File: config.mk
export PLATFORM = sky130hd
export DESIGN_NAME = ble_tx_crc_sequencer
export DESIGN_NICKNAME = d
export VERILOG_FILES = /design/src/rtl/ble_phy_pkg.sv /design/src/rtl/ble_tx_byte_serializer.sv /design/src/rtl/ble_tx_crc_sequencer.sv
export SDC_FILE = /design/constraint.sdc
export NUM_CORES = 1
export LEC_CHECK = 0
export ABC_AREA = 1
export CORE_MARGIN = 1
export CORE_UTILIZATION = 35
export CTS_BUF_LIST = sky130_fd_sc_hd__clkbuf_8
export CTS_CLUSTER_SIZE = 24
export DETAILED_ROUTE_END_ITERATION = 10
export PLACE_DENSITY = 0.68
export SLEW_MARGIN = 20
export SYNTH_ARGS = -nofsm -noshare
export SYNTH_HDL_FRONTEND = slang
export SYNTH_SLANG_ARGS = --single-unit
export TNS_END_PERCENT = 20
File: constraint.sdc
create_clock -name i_clk -period 3.67 [get_ports i_clk]
set_input_delay 0.5505 -clock i_clk [delete_from_list [all_inputs] [get_ports i_clk]]
set_output_delay 0.5505 -clock i_clk [all_outputs]
set_load 0.005 [all_outputs]
File: src/rtl/ble_phy_pkg.sv
// rtl/ble_phy_pkg.sv - shared types and constants for the BLE PHY transmit CRC path
package ble_phy_pkg;

    localparam int CRC_LEN = 16;

    typedef logic [7:0] pdu_len_t;

    typedef enum logic [2:0] {
        ST_IDLE  = 3'd0,
        ST_FETCH = 3'd1,
        ST_SHIFT = 3'd2,
        ST_TAIL  = 3'd3,
        ST_GAP   = 3'd4
    } state_t;

endpackage

File: src/rtl/ble_tx_byte_serializer.sv
// rtl/ble_tx_byte_serializer.sv - payload byte shift/holding registers with bit counter
// Ports:
//   i_load       first byte of a packet is on i_byte_in this cycle
//   i_shift_en   controller is in its shifting state
//   i_more       at least one payload byte has not been loaded yet
//   i_byte_vld / i_byte_in   payload byte delivery
//   o_data_bit / o_valid     registered bit stream towards the CRC block
//   o_need_byte  bit 0 of a byte is on the output
//   o_last_bit   bit 7 of a byte is on the output
//   o_hold_full  next byte is waiting in the holding register
module ble_tx_byte_serializer (
    input  logic       i_clk,
    input  logic       i_rst_n,
    input  logic       i_load,
    input  logic       i_shift_en,
    input  logic       i_more,
    input  logic       i_byte_vld,
    input  logic [7:0] i_byte_in,
    output logic       o_data_bit,
    output logic       o_valid,
    output logic       o_need_byte,
    output logic       o_last_bit,
    output logic       o_hold_full
);

    logic [7:0] r_shreg;
    logic [7:0] r_hold;
    logic       r_hold_full;
    logic [2:0] r_bit_idx;
    logic       r_valid;

    always_ff @(posedge i_clk or negedge i_rst_n) begin
        if (!i_rst_n) begin
            r_shreg     <= '0;
            r_hold      <= '0;
            r_hold_full <= 1'b0;
            r_bit_idx   <= '0;
            r_valid     <= 1'b0;
        end else if (i_load) begin
            r_shreg     <= i_byte_in;
            r_bit_idx   <= '0;
            r_valid     <= 1'b1;
            r_hold_full <= 1'b0;
        end else if (i_shift_en && r_valid) begin
            if (r_bit_idx == 3'd7) begin
                // Back-to-back bytes: swap in the held byte so valid never gaps.
                if (i_more && r_hold_full) begin
                    r_shreg   <= r_hold;
                    r_bit_idx <= '0;
                end else begin
                    r_shreg <= '0;
                    r_valid <= 1'b0;
                end
                r_hold_full <= 1'b0;
            end else begin
                r_shreg   <= r_shreg >> 1;
                r_bit_idx <= r_bit_idx + 3'd1;
                // A byte arriving on bit 7 is too late to be used and is dropped.
                if (i_byte_vld && !r_hold_full) begin
                    r_hold      <= i_byte_in;
                    r_hold_full <= 1'b1;
                end
            end
        end
    end

    assign o_data_bit  = r_shreg[0];
    assign o_valid     = r_valid;
    assign o_need_byte = r_valid && (r_bit_idx == 3'd0);
    assign o_last_bit  = r_valid && (r_bit_idx == 3'd7);
    assign o_hold_full = r_hold_full;

endmodule

File: src/rtl/ble_tx_crc_sequencer.sv
// rtl/ble_tx_crc_sequencer.sv - sequences payload bytes into the BLE TX CRC block
// Ports:
//   i_start/i_pdu_len/i_seed  packet request (length and seed latched when accepted)
//   o_byte_req/i_byte_in/i_byte_vld  payload buffer handshake
//   o_crc_data_bit/o_crc_valid_in/o_crc_uap_dci/i_crc_flag  CRC block interface
//   o_busy/o_done/o_total_bits/o_err_underrun/o_err_timeout  TX control status
module ble_tx_crc_sequencer
    import ble_phy_pkg::*;
#(
    parameter int MAX_LEN    = 255,
    parameter int CRC_LEN    = ble_phy_pkg::CRC_LEN,
    parameter int GAP_CYCLES = 2
) (
    input  logic        i_clk,
    input  logic        i_rst_n,
    input  logic        i_start,
    input  pdu_len_t    i_pdu_len,
    input  logic [7:0]  i_seed,
    output logic        o_byte_req,
    input  logic [7:0]  i_byte_in,
    input  logic        i_byte_vld,
    output logic        o_crc_data_bit,
    output logic        o_crc_valid_in,
    output logic [7:0]  o_crc_uap_dci,
    input  logic        i_crc_flag,
    output logic        o_busy,
    output logic        o_done,
    output logic [13:0] o_total_bits,
    output logic        o_err_underrun,
    output logic        o_err_timeout
);

    localparam int LW       = $clog2(MAX_LEN + 1);
    localparam int TAIL_MAX = CRC_LEN + 4;
    localparam int TW       = $clog2(TAIL_MAX);
    localparam int GW       = $clog2(GAP_CYCLES + 1);

    state_t        r_state, w_next;
    logic [LW-1:0] r_bytes_left;
    logic [7:0]    r_seed;
    logic [13:0]   r_total_bits;
    logic          r_busy, r_done, r_req_first;
    logic          r_err_underrun, r_err_timeout;
    logic          r_flag_seen;
    logic [TW-1:0] r_tail_cnt;
    logic [GW-1:0] r_gap_cnt;

    logic w_accept, w_load_first, w_shift_en, w_more;
    logic w_need_byte, w_last_bit, w_hold_full;
    logic w_reload, w_underrun, w_flag_fall, w_tail_exp, w_gap_end;

    assign w_accept     = (r_state == ST_IDLE) && i_start;
    assign w_load_first = (r_state == ST_FETCH) && i_byte_vld;
    assign w_shift_en   = (r_state == ST_SHIFT);
    assign w_more       = (r_bytes_left != '0);
    assign w_reload     = w_shift_en && w_last_bit && w_more && w_hold_full;
    assign w_underrun   = w_shift_en && w_last_bit && w_more && !w_hold_full;
    assign w_flag_fall  = (r_state == ST_TAIL) && r_flag_seen && !i_crc_flag;
    assign w_tail_exp   = (r_state == ST_TAIL) && (r_tail_cnt == TW'(TAIL_MAX - 1));
    assign w_gap_end    = (r_state == ST_GAP) && (r_gap_cnt == GW'(GAP_CYCLES - 1));

    ble_tx_byte_serializer u_ser (
        .i_clk       (i_clk),
        .i_rst_n     (i_rst_n),
        .i_load      (w_load_first),
        .i_shift_en  (w_shift_en),
        .i_more      (w_more),
        .i_byte_vld  (i_byte_vld),
        .i_byte_in   (i_byte_in),
        .o_data_bit  (o_crc_data_bit),
        .o_valid     (o_crc_valid_in),
        .o_need_byte (w_need_byte),
        .o_last_bit  (w_last_bit),
        .o_hold_full (w_hold_full)
    );

    always_ff @(posedge i_clk or negedge i_rst_n) begin
        if (!i_rst_n) r_state <= ST_IDLE;
        else          r_state <= w_next;
    end

    always_comb begin
        w_next = r_state;
        case (r_state)
            ST_IDLE:  if (i_start && (i_pdu_len != '0)) w_next = ST_FETCH;
            ST_FETCH: if (i_byte_vld) w_next = ST_SHIFT;
            ST_SHIFT: if (w_last_bit && !w_reload) w_next = ST_TAIL;
            ST_TAIL:  if (w_flag_fall || w_tail_exp) w_next = ST_GAP;
            ST_GAP:   if (w_gap_end) w_next = ST_IDLE;
            default:  w_next = ST_IDLE;
        endcase
    end

    always_ff @(posedge i_clk or negedge i_rst_n) begin
        if (!i_rst_n) begin
            r_bytes_left   <= '0;
            r_seed         <= '0;
            r_total_bits   <= '0;
            r_busy         <= 1'b0;
            r_done         <= 1'b0;
            r_req_first    <= 1'b0;
            r_err_underrun <= 1'b0;
            r_err_timeout  <= 1'b0;
            r_flag_seen    <= 1'b0;
            r_tail_cnt     <= '0;
            r_gap_cnt      <= '0;
        end else begin
            r_done      <= 1'b0;
            r_req_first <= 1'b0;
            if (w_accept) begin
                r_seed         <= i_seed;
                r_total_bits   <= {3'b000, i_pdu_len, 3'b000};
                r_bytes_left   <= LW'(i_pdu_len);
                r_err_underrun <= 1'b0;
                r_err_timeout  <= 1'b0;
                if (i_pdu_len == '0) begin
                    r_done <= 1'b1;
                end else begin
                    r_busy      <= 1'b1;
                    r_req_first <= 1'b1;
                end
            end
            if (w_load_first || w_reload) r_bytes_left <= r_bytes_left - LW'(1);
            if (w_underrun) r_err_underrun <= 1'b1;
            // A flag fall on the final tail cycle still counts as success.
            if (w_tail_exp && !w_flag_fall) r_err_timeout <= 1'b1;
            if (r_state == ST_TAIL) begin
                r_tail_cnt <= r_tail_cnt + TW'(1);
                if (i_crc_flag) r_flag_seen <= 1'b1;
            end else begin
                r_tail_cnt  <= '0;
                r_flag_seen <= 1'b0;
            end
            if (r_state == ST_GAP) r_gap_cnt <= r_gap_cnt + GW'(1);
            else                   r_gap_cnt <= '0;
            if (w_gap_end) begin
                r_done <= 1'b1;
                r_busy <= 1'b0;
            end
        end
    end

    // The first request comes from the start handshake; later ones are
    // issued while bit 0 of a byte is on the wire, if bytes remain.
    assign o_byte_req     = r_req_first || (w_shift_en && w_need_byte && w_more);
    assign o_crc_uap_dci  = r_seed;
    assign o_busy         = r_busy;
    assign o_done         = r_done;
    assign o_total_bits   = r_total_bits;
    assign o_err_underrun = r_err_underrun;
    assign o_err_timeout  = r_err_timeout;

endmodule
## After elaboration in Yosys (flattened, before gate mapping)

Index checks and enable logic that the tools add are counted.

- Input bits: 29
- Register bits after elaboration: 61

- Add/sub/neg operators: 4
- Reduce and logical (&&, ||, !) cells: 45
- Muxes and demuxes: 39
- Equal/unequal tests: 16
- Bitwise logic cells: 2

Operator list:

| kind | number |
|---|---|
| 2-to-1 mux 8 bit | 6 |
| 2-to-1 mux 3 bit | 9 |
| 2-to-1 mux 1 bit | 21 |
| logical AND 1 bit | 20 |
| nonzero test 8 bit | 2 |
| one-hot mux 3 bit (5 select lines) | 1 |
| != test 2 bit, second input constant | 6 |
| nonzero test 2 bit | 6 |
| zero test 8 bit | 1 |
| subtractor 8 x 1 -> 8 bit, second input constant | 1 |
| == test 3 x 2 -> 1 bit, second input constant | 2 |
| == test 3 bit, second input constant | 2 |
| zero test 3 bit | 2 |
| AND reduction 2 bit | 3 |
| adder 5 x 1 -> 5 bit, second input constant | 1 |
| == test 5 bit, second input constant | 1 |
| 2-to-1 mux 5 bit | 1 |
| AND reduction 5 bit | 1 |
| zero test 1 bit | 4 |
| != test 2 x 1 -> 1 bit, second input constant | 2 |
| AND reduction 4 bit | 1 |
| adder 3 x 1 -> 3 bit, second input constant | 1 |
| == test 3 x 1 -> 1 bit, second input constant | 1 |
| logical OR 1 bit | 3 |
| 7 further kinds | 8 |

## Depth between registers and ports, before layout

- Depth after elaboration: 9
- Depth in mapped cells: 10
- Gate-level depth less buffers: 9

## Cells and area by module

Synthesis repeated with hierarchy kept, for this count alone.

- Cell total of the unflattened synthesis: 404
- Area, all modules: 3124.2 sq um

Modules (own cells, without submodules):

| module | cells an instance | sequential area each (sq um) | instances | area an instance (sq um) |
|---|---|---|---|---|
| ble_tx_crc_sequencer | 257 | 1001.0 | 1 | 2016.9 |
| ble_tx_byte_serializer | 147 | 525.5 | 1 | 1107.3 |

## Worst setup path after synthesis

OpenSTA, ideal clock, no wires.

- Kind: register to output
- From: reg r_bytes_left[0]
- To: out o_byte_req
- Stages on the path, launching flop included: 6
- Data required time: 3.119 ns
- Arrival: 1.107 ns
- Slack: 2.013 ns
- Path through: dfrtp_1 > inv_1 > ha_1 > nand4_2 > nand3_1 > o21bai_1

- Cells in the longest elaborated chain, start to end: 3

RTL lines:

| item | RTL line | source |
|---|---|---|
| start, declared | ble_tx_crc_sequencer.sv:39 | `logic [LW-1:0] r_bytes_left;` |
| start signal, assigned | ble_tx_crc_sequencer.sv:113 | `r_bytes_left <= LW'(i_pdu_len);` |
| start signal, assigned | ble_tx_crc_sequencer.sv:123 | `if (w_load_first \|\| w_reload) r_bytes_left <= r_bytes_left - LW'(1);` |
| nonzero test 8 bit | ble_tx_crc_sequencer.sv:55 | `assign w_more = (r_bytes_left != '0);` |
| logical AND 1 bit | ble_tx_crc_sequencer.sv:145 | `assign o_byte_req = r_req_first \|\| (w_shift_en && w_need_byte && w_more);` |
| logical OR 1 bit | ble_tx_crc_sequencer.sv:145 |  |
| end, declared | ble_tx_crc_sequencer.sv:19 | `output logic o_byte_req,` |

No other way between the ends.

## Worst setup path in the final report

Ends and elaborated chain as after synthesis.

==> results.cfg <==
[critical_path]
cp-start-kind = flop
end_kind = output port
worstPathCellList = inv_1 -> ha_1 -> nand4_2 -> nand3_1 -> o21bai_1 -> clkdlybuf4s50_1
worstRegToRegCells = 8
path_class = flop to output port
cp.arrival_ps = 2150
critPathRequiredTime_ps = 3120
cp_slowest_stage_delay_ps = 450
r2r_setup_slack_ps = 1570
cp_slowest_cell = clkdlybuf4s50_1
worstPathMaxFanout = 10

[power]
leakagePower_nw = 1.89
vdd_drop_max_v = 0.000332
p_total_mw = 2.93
p_per_area_nw_per_um2 = 752

[sta]
finClkSkew_ps = 10.7
max_freq_mhz = 371
drv_slew = 0
tns_ps = 0
hold_violations = 0
rsz0062_at_grt = false
maxSlewHeadroom_pct = 54.3
holdWs_ps = 225
setup_viol = 0
layout_min_cycle_time_ps = 2700
worst_slew_pin_slew_ps = 685
fin_crit_sh_pct = 73.5

[cts]
clk_path_buf_depth = 2
cts_setup_buffers = 0
htreeDepth = 3
cts_tree = yes
cts.clk_slew.worst_paths_ps = 70
cts.sinks = 61
root_buffer = clkbuf_8
numCtsBuffers = 9
cts_resized = 0
clock_latency_ps = 340
hold_buffers = 0

[finish]
antenna_cells = 0
area_delta_synth_final_pct = 25.3
fin_nets = 466
final_core_util_pct = 44.9
regArea_um2 = 1530
fill_cells = 880
final_cell_mix = nand2_1 (105), dfrtp_1 (61), clkdlybuf4s50_1 (50)
multi_input_area_um2 = 1320
drive_gt1_share_pct = 10.3
finalNonFillerCells = 544
layout_commonest_cell = nand2_1

[floorplan]
initial_core_util_pct = 35.8
die_h_um = 96.2
num_rows = 34
io_pins = 58
chipWidth_um = 96.2
fp.dieArea_um2 = 9260
core_area_um2 = 8680

[synthesis]
synth.distinct_cells = 36
ys_async_sr_fraction_pct = 100
syn_avg_cell_area_um2 = 8.24
synth_cells = 377
synth-main-ff-cell = dfrtp_1
synth-seq-cells = 61
synth-edff-count = 0
ys_seq_area_share_pct = 49.1
synth.cell_area_um2 = 3110
yosysWarnings = 0

[global_route]
grt_usage_pct = 16.1
grt_pass1_wl_um = 11300
grt_antenna_before_repair = 0
overflow = 0
grt_max_degree = 49
grt_pass1_vias = 2409

[place]
hpwl_um = 4680
portBuffers = 51
gp_congestion = 0.830
place_inst = 528

[run]
drv_cap = 0

[drt]
initialDrtViolationCount = 114
num_vias = 2572
ant_nets = 0
drc = 0
finalWirelength_um = 6780
dr.pass1.iters = 4
wl_per_cell_um = 12.5
vias_per_cell = 4.73

[hold_path]
min_path_type = input pin to asynchronous set/reset pin

[outcome]
status = finished clean
-- through the flow --
| step | setup slack [ps] | cell area [µm²] |
|---|---|---|
| floorplan | 2010 | 3130 |
| global placement | 1270 | 3680 |
| detailed placement | 1150 | 3680 |
| CTS | 926 | 3890 |
| global route | 781 | 3890 |
| finish | 974 | 3890 |
-- cell families (layout without fill, tap and decap cells) --
logic type,after synthesis,count (layout),share of synthesized area (%)
adders and majority gates,6,6,2.42
AOI/OAI and AO/OA,45,45,8.86
other,1,6,0.121
buffers and inverters,62,116,9.10
xor gates and xnor gates,4,4,1.13
and+or+nand+nor,198,198,29.3
DFF,61,61,49.1
-- metal layers --
layer / wire, µm / vias to the layer above / GRT usage (%)
met5: 0 / - / 0
li1: - / 1291 / -
met2: 3110 / 62 / 25.4
met1: 3190 / 1212 / 20.7
met4: 62 / 0 / 4.98
met3: 419 / 7 / 5.45
-- final timing paths --
check                                               to                        start
max in group asynchronous  r_bytes_left[1]$_DFFE_PN0P_                      i_rst_n
max                                         o_byte_req  r_bytes_left[0]$_DFFE_PN0P_
min in group i_clk              r_gap_cnt[0]$_DFF_PN0_       r_gap_cnt[0]$_DFF_PN0_
min reg2reg                     r_gap_cnt[0]$_DFF_PN0_       r_gap_cnt[0]$_DFF_PN0_
max reg2reg                r_bytes_left[1]$_DFFE_PN0P_  r_bytes_left[0]$_DFFE_PN0P_
min                        u_ser.r_hold[1]$_DFFE_PN0P_                      i_rst_n
-- worst max-delay path: cells and delay by family (launching register included) --
family,cells,cell delay (ps)
compound gates,1,80
simple gates,2,500
flops,1,380
fa+ha+maj,1,280
buf+inv,2,580
-- synthesized netlist by cell type (2+ instances only) --
master	count	share of area (%)
nor2_2	4	0.81
buf_2	5	0.81
o21ai_2	8	2.3
o21ai_1	2	0.32
dfrtp_1	61	49
nand4_1	12	2.4
ha_1	6	2.4
xor2_1	2	0.56
o21bai_1	2	0.48
nor2_8	2	1.3
buf_6	2	0.72
nand3_1	18	2.9
a21oi_1	12	1.9
nor3_1	2	0.32
nor2_1	44	5.3
xnor2_1	2	0.56
buf_4	7	1.7
o21ai_0	16	2.6
nand2_1	105	13
nand3_2	2	0.64
nand2_4	2	0.72
inv_1	45	5.4
o211ai_1	2	0.48
clkbuf_1	2	0.24
-- layout make-up --
type,instances,area share (%)
Sequential cell,61,39.2
Multi-Input combinational cell,259,33.8
Timing Repair Buffer,54,13.6
Inverter,46,4.50
Clock buffer,10,3.53
Tap cell,108,3.47
Clock inverter,6,1.83
-- registers in the layout, indices dropped and copies added, names as in the netlist, 3 cells and up --
| name | count |
|---|---|
| u_ser.r_shreg | 8 |
| u_ser.r_bit_idx | 3 |
| r_bytes_left | 8 |
| r_state | 3 |
| o_crc_uap_dci | 8 |
| r_tail_cnt | 5 |
| o_total_bits | 8 |
| u_ser.r_hold | 8 |
-- where the power goes --
group / leakage [nW] / internal [mW] / switching [mW] / total, mW
clock: 0.0991 / 0.337 / 0.295 / 0.632
sequential: 0.762 / 0.937 / 0.202 / 1.14
combinational: 1.03 / 0.520 / 0.636 / 1.16
total: 1.89 / 1.79 / 1.13 / 2.93
Power figures use the tool's default switching activity.
